--- config.mk ---
export PLATFORM = sky130hd
export DESIGN_NAME = layer16x2_seq_mult_ctrl
export DESIGN_NICKNAME = d
export VERILOG_FILES = /design/src/rtl/layer16x2_seq_mult_ctrl.sv
export SDC_FILE = /design/constraint.sdc
export NUM_CORES = 1
export LEC_CHECK = 0
export ABC_AREA = 1
export BUFFER_PORTS_ARGS = -buffer_cell sky130_fd_sc_hd__buf_2
export CAP_MARGIN = 20
export CORE_MARGIN = 5
export CORE_UTILIZATION = 58
export DETAILED_ROUTE_END_ITERATION = 12
export PLACE_DENSITY = 0.86
export SETUP_SLACK_MARGIN = 0.05
export SLEW_MARGIN = 20
export SYNTH_ARGS = -nofsm -noshare
export SYNTH_HDL_FRONTEND = slang
export SYNTH_SLANG_ARGS = --single-unit
--- constraint.sdc ---
create_clock -name clk -period 5.2 [get_ports clk]
set_input_delay 0.26 -clock clk [delete_from_list [all_inputs] [get_ports clk]]
set_output_delay 0.26 -clock clk [all_outputs]
set_load 0.02 [all_outputs]
--- src/rtl/layer16x2_seq_mult_ctrl.sv ---
// Signed 16x16 multiplier sequencer: feeds 2-bit multiplier digits to a shared
// 16x2 partial-product layer and shift-accumulates the results into a 32-bit product.
module layer16x2_seq_mult_ctrl #(
   parameter int width1    = 16,
   parameter int LAYER_LAT = 1
) (
   input  logic                  clk,
   input  logic                  rst,
   input  logic                  start,
   input  logic [width1-1:0]     a_in,
   input  logic [width1-1:0]     b_in,
   output logic                  ready,
   output logic                  busy,
   output logic                  done,
   output logic [2*width1-1:0]   product,
   output logic [width1-1:0]     layer_A,
   output logic                  layer_B_low,
   output logic                  layer_B_high,
   output logic                  layer_cin,
   input  logic [width1+1:0]     layer_sum
);

   typedef enum logic [1:0] {S_IDLE, S_RUN, S_WAIT, S_DONE} state_t;

   state_t                state_q, state_d;
   logic [width1-1:0]     a_q, a_d;
   logic [width1-1:0]     b_q, b_d;
   logic [2*width1-1:0]   acc_q, acc_d;
   logic [2*width1-1:0]   product_q, product_d;
   logic [2:0]            k_q, k_d;

   logic [1:0]            digit;
   logic [2*width1-1:0]   pp;
   logic [2*width1-1:0]   acc_sum;
   logic                  accum;

   always_ff @(posedge clk) begin
      if (rst) begin
         state_q   <= S_IDLE;
         a_q       <= '0;
         b_q       <= '0;
         acc_q     <= '0;
         product_q <= '0;
         k_q       <= '0;
      end else begin
         state_q   <= state_d;
         a_q       <= a_d;
         b_q       <= b_d;
         acc_q     <= acc_d;
         product_q <= product_d;
         k_q       <= k_d;
      end
   end

   assign digit = b_q[{k_q, 1'b0} +: 2];

   // Last digit carries the sign bit at weight -2^15, so subtract 4*a at step 7.
   always_comb begin
      pp = {{(width1-2){layer_sum[width1+1]}}, layer_sum};
      if (k_q == 3'd7 && b_q[width1-1])
         pp = pp - {{(width1-2){a_q[width1-1]}}, a_q, 2'b00};
      acc_sum = acc_q + (pp << {k_q, 1'b0});
   end

   assign accum = (state_q == S_WAIT) || (state_q == S_RUN && LAYER_LAT == 0);

   always_comb begin
      state_d   = state_q;
      a_d       = a_q;
      b_d       = b_q;
      acc_d     = acc_q;
      product_d = product_q;
      k_d       = k_q;
      case (state_q)
         S_IDLE: begin
            if (start) begin
               a_d     = a_in;
               b_d     = b_in;
               acc_d   = '0;
               k_d     = '0;
               state_d = S_RUN;
            end
         end
         S_RUN, S_WAIT: begin
            if (accum) begin
               acc_d = acc_sum;
               if (k_q == 3'd7) begin
                  product_d = acc_sum;
                  state_d   = S_DONE;
               end else begin
                  k_d     = k_q + 3'd1;
                  state_d = S_RUN;
               end
            end else begin
               state_d = S_WAIT;
            end
         end
         S_DONE:  state_d = S_IDLE;
         default: state_d = S_IDLE;
      endcase
   end

   always_comb begin
      ready        = (state_q == S_IDLE);
      busy         = (state_q == S_RUN) || (state_q == S_WAIT);
      done         = (state_q == S_DONE);
      product      = product_q;
      layer_A      = a_q;
      layer_B_low  = busy ? digit[0] : 1'b0;
      layer_B_high = busy ? digit[1] : 1'b0;
      layer_cin    = 1'b0;
   end

endmodule

==> summary.md <==
| Metric | Value |
|---|---|
| Via Count | 7,448 |
| Clock transition at path regs | 0.07 ns |
| Die X | 122 µm |
| Outcome | finished, final reports clean |
| Row count | 40 |
| Tightest Pin Transition | 0.821 ns |
| Slew margin rel. | 45.2% |
| Peak supply drop | 0.000318 V |
| CTS resizes | 0 |
| CP startpoint kind | flip-flop |
| Placer congestion estimate | 0.904 |
| Max_cap viols | 0 |
| Setup ws final | 0.591 ns |
| Ys async rst share | 0% |
| Worst Skew | 0.00784 ns |
| Crit. Startpoint | layer_A[0] |
| FF-to-FF setup slack | 0.59 ns |
| Ranking of synthesized cells by area | dfxtp_1, nand2_1, ha_1 |
| Initial antenna violation count | 0 |
| 1st-pass router iterations | 5 |
| Syn. warnings | 0 |
| Largest family of logic cells by synthesized area | simple AND/OR/NAND/NOR gates |
| Tightest Hold Check Type | in2reg |
| Worst R2R Start | layer_A[0] |
| Placed Cells | 1,364 |
| Max-slew violations | 0 |
| Synth area leader | dfxtp_1 |
| Height of the chip | 122 µm |
| Commonest non-fill, non-tap cells in the layout | nand2_1, nor2_1, inv_1 |
| Clock buffer depth | 2 |
| # hold bufs at CTS | 0 |
| Critical R2R Capture | product[29] |
| Post-route ant nets | 0 |
| CORE AREA | 12,200 µm² |
| First-pass GRT wire length | 31.9 mm |
| Mean post-synth cell area | 6.42 µm² |
| Area grow syn2layout | 13.1% |
| Post-DR wirelength/cell | 14.0 µm |
| Ys flop type | dfxtp_1 |
| Post-Synth Adder-Cell Area | 9.86% |
| Power Dens Cells | 582 nW/µm² |
| Ant diodes | 0 |
| Max incr delay on CP | 0.38 ns |
| CP dominant cell by count | nand2_1 |
| CP endpoint | product[29] |
| Crit path time final | 4.61 ns |
| Post-synth EDFFs | 0 |
| CTS buffer count | 9 |
| CP endpoint kind | flip-flop |
| Starting density of the core | 59.7% |
| Full die area | 14,800 µm² |
| Overflow after GRT | 0 |
| CP required | 5.46 ns |
| Syn nets | 1,240 |
| Setup-failing EPs final | 0 |
| Crit-path max FO | 4 |
| Hold slack | 0.143 ns |
| Cell variety after synth | 46 |
| Number of global-route vias before repair | 6,806 |
| Clock sink total | 101 |
| Worst Hold Path Cells | 3 |
| Share of the synthesized area in the top cell type | 27.9% |
| DR vias/cell | 5.39 |
| Htree depth | 3 |
| Synth Cell Area | 7260 µm² |
| Largest net degree at the start of global routing | 63 |
| Postcts setup bufs | 0 |
| Post-Synth Simple-Gate Area | 26.4% |
| CP Class | reg2reg |
| CTS tree | yes |
| Final nets | 1,317 |
| Total wire length | 19.3 mm |
| Count of input and output buffers | 105 |
| All-Layer GR Usage | 26.4% |
| Period utilisation layout | 88.6% |
| IO Count | 107 |
| Leak pwr | 0.00423 µW |
| # DRC | 0 |
| Final cell count without fillers | 1,381 |
| Ratio of cells with drive above 1 in the final layout | 13.8% |
| WP data arrival | 4.87 ns |
| Fmax | 0.217 GHz |
| Sequential share of the synthesized area | 27.9% |
| Final Hold Viols | 0 |
| RSZ-0062 raised after global routing | no |
| Core Util, Final | 67.5% |
| Dpl ws | 0.728 ns |
| DP HPWL | 14.4 mm |
| CTS Root Cell | clkbuf_16 |
| Setup TNS | 0 ns |
| Crit-path slowest cell | dfxtp_1 |
| Worst reg2reg path depth | 30 |
| Synth Area in XOR/XNOR | 3.62% |
| Worst-Skew Late Latency | 0.37 ns |
| Synth Area in Compound Gates | 21.4% |
| FF+latch count, synth | 101 |
| Commonest non-fill, non-tap cell in the layout | nand2_1 |
| Multiplexer share of the synthesized area | 0.966% |
| Cells after synthesis | 1,131 |
| Initial DRC count | 492 |
## power breakdown
| group | switching (µW) | total [µW] | internal [µW] |
|---|---|---|---|
| Sequential | 118 | 1080 | 963 |
| Clock | 319 | 753 | 434 |
| Combinational | 1950 | 2940 | 994 |
## synthesized netlist by cell type (10+ instances only)
library cell	instances
nor2_1	146
clkbuf_1	39
o21ai_0	123
inv_1	132
a21oi_1	103
a31oi_1	10
nand2_2	11
o21ai_1	12
xor2_1	21
ha_1	54
nand2_1	242
dfxtp_1	101
nand3_1	41
## layer usage
metal / GRT usage, % / part of all wire [%] / up-vias
met3: 4.22 / 5.7 / 29
met5: 0 / 0 / -
met4: 8.12 / 1.8 / 0
met1: 34.9 / 46 / 3351
met2: 44.2 / 47 / 240
li1: - / - / 3828
## flip-flops by register name, summed over array words and instances (netlist names)
signal and count:
state_q 2, k_q 3, layer_A 16, acc_q 32, product 32, b_q 16
## worst min-delay path by stage
stage	from	end	slack, ns
2_1_floorplan	b_in[0]	b_q[0]	0.43
3_3_place_gp	b_q[10]	b_q[10]	0.46
3_5_place_dp	acc_q[14]	acc_q[14]	0.46
4_1_cts	b_in[6]	b_q[6]	0.14
5_1_grt	b_in[1]	b_q[1]	0.17
6_report	b_in[6]	b_q[6]	0.14
## kinds of logic (layout without fill, tap and decap cells)
kind of cell             after synthesis  after routing
AND/OR/NAND/NOR                      468            468
buffers and inverters                184            266
flip-flops                           101            101
XOR/XNOR                              30             30
adder cells (fa/ha/maj)               56             56
multiplexers                           7              7
other                                  1              1
AO/OA/AOI/OAI                        284            284
## area by class of cell
| class | instances | area [µm²] |
|---|---|---|
| repair buffers | 114 | 613 |
| clock inverters | 6 | 86.3 |
| clock buffers | 10 | 239 |
| inverters | 136 | 510 |
| multi-input cells | 846 | 4520 |
| fillers | 1150 | 3960 |
| well taps | 168 | 210 |
| flip-flops and latches | 101 | 2020 |
## worst max-delay path, delay by kind of cell, from the launching register on
kind	cells	cell delay (ns)
AO/OA/AOI/OAI	9	1.62
AND/OR/NAND/NOR	12	1.03
adder cells (fa/ha/maj)	3	0.98
flip-flops	1	0.38
buffers and inverters	5	0.35
XOR/XNOR	1	0.14
## per-stage QoR
stage	power, µW	area [µm²]
CTS	4710	8180
finish	4770	8210
detailed placement	3940	7850
floorplan	3270	7260
global route	5190	8210
global placement	3900	7850
Power figures use the tool's default switching activity.
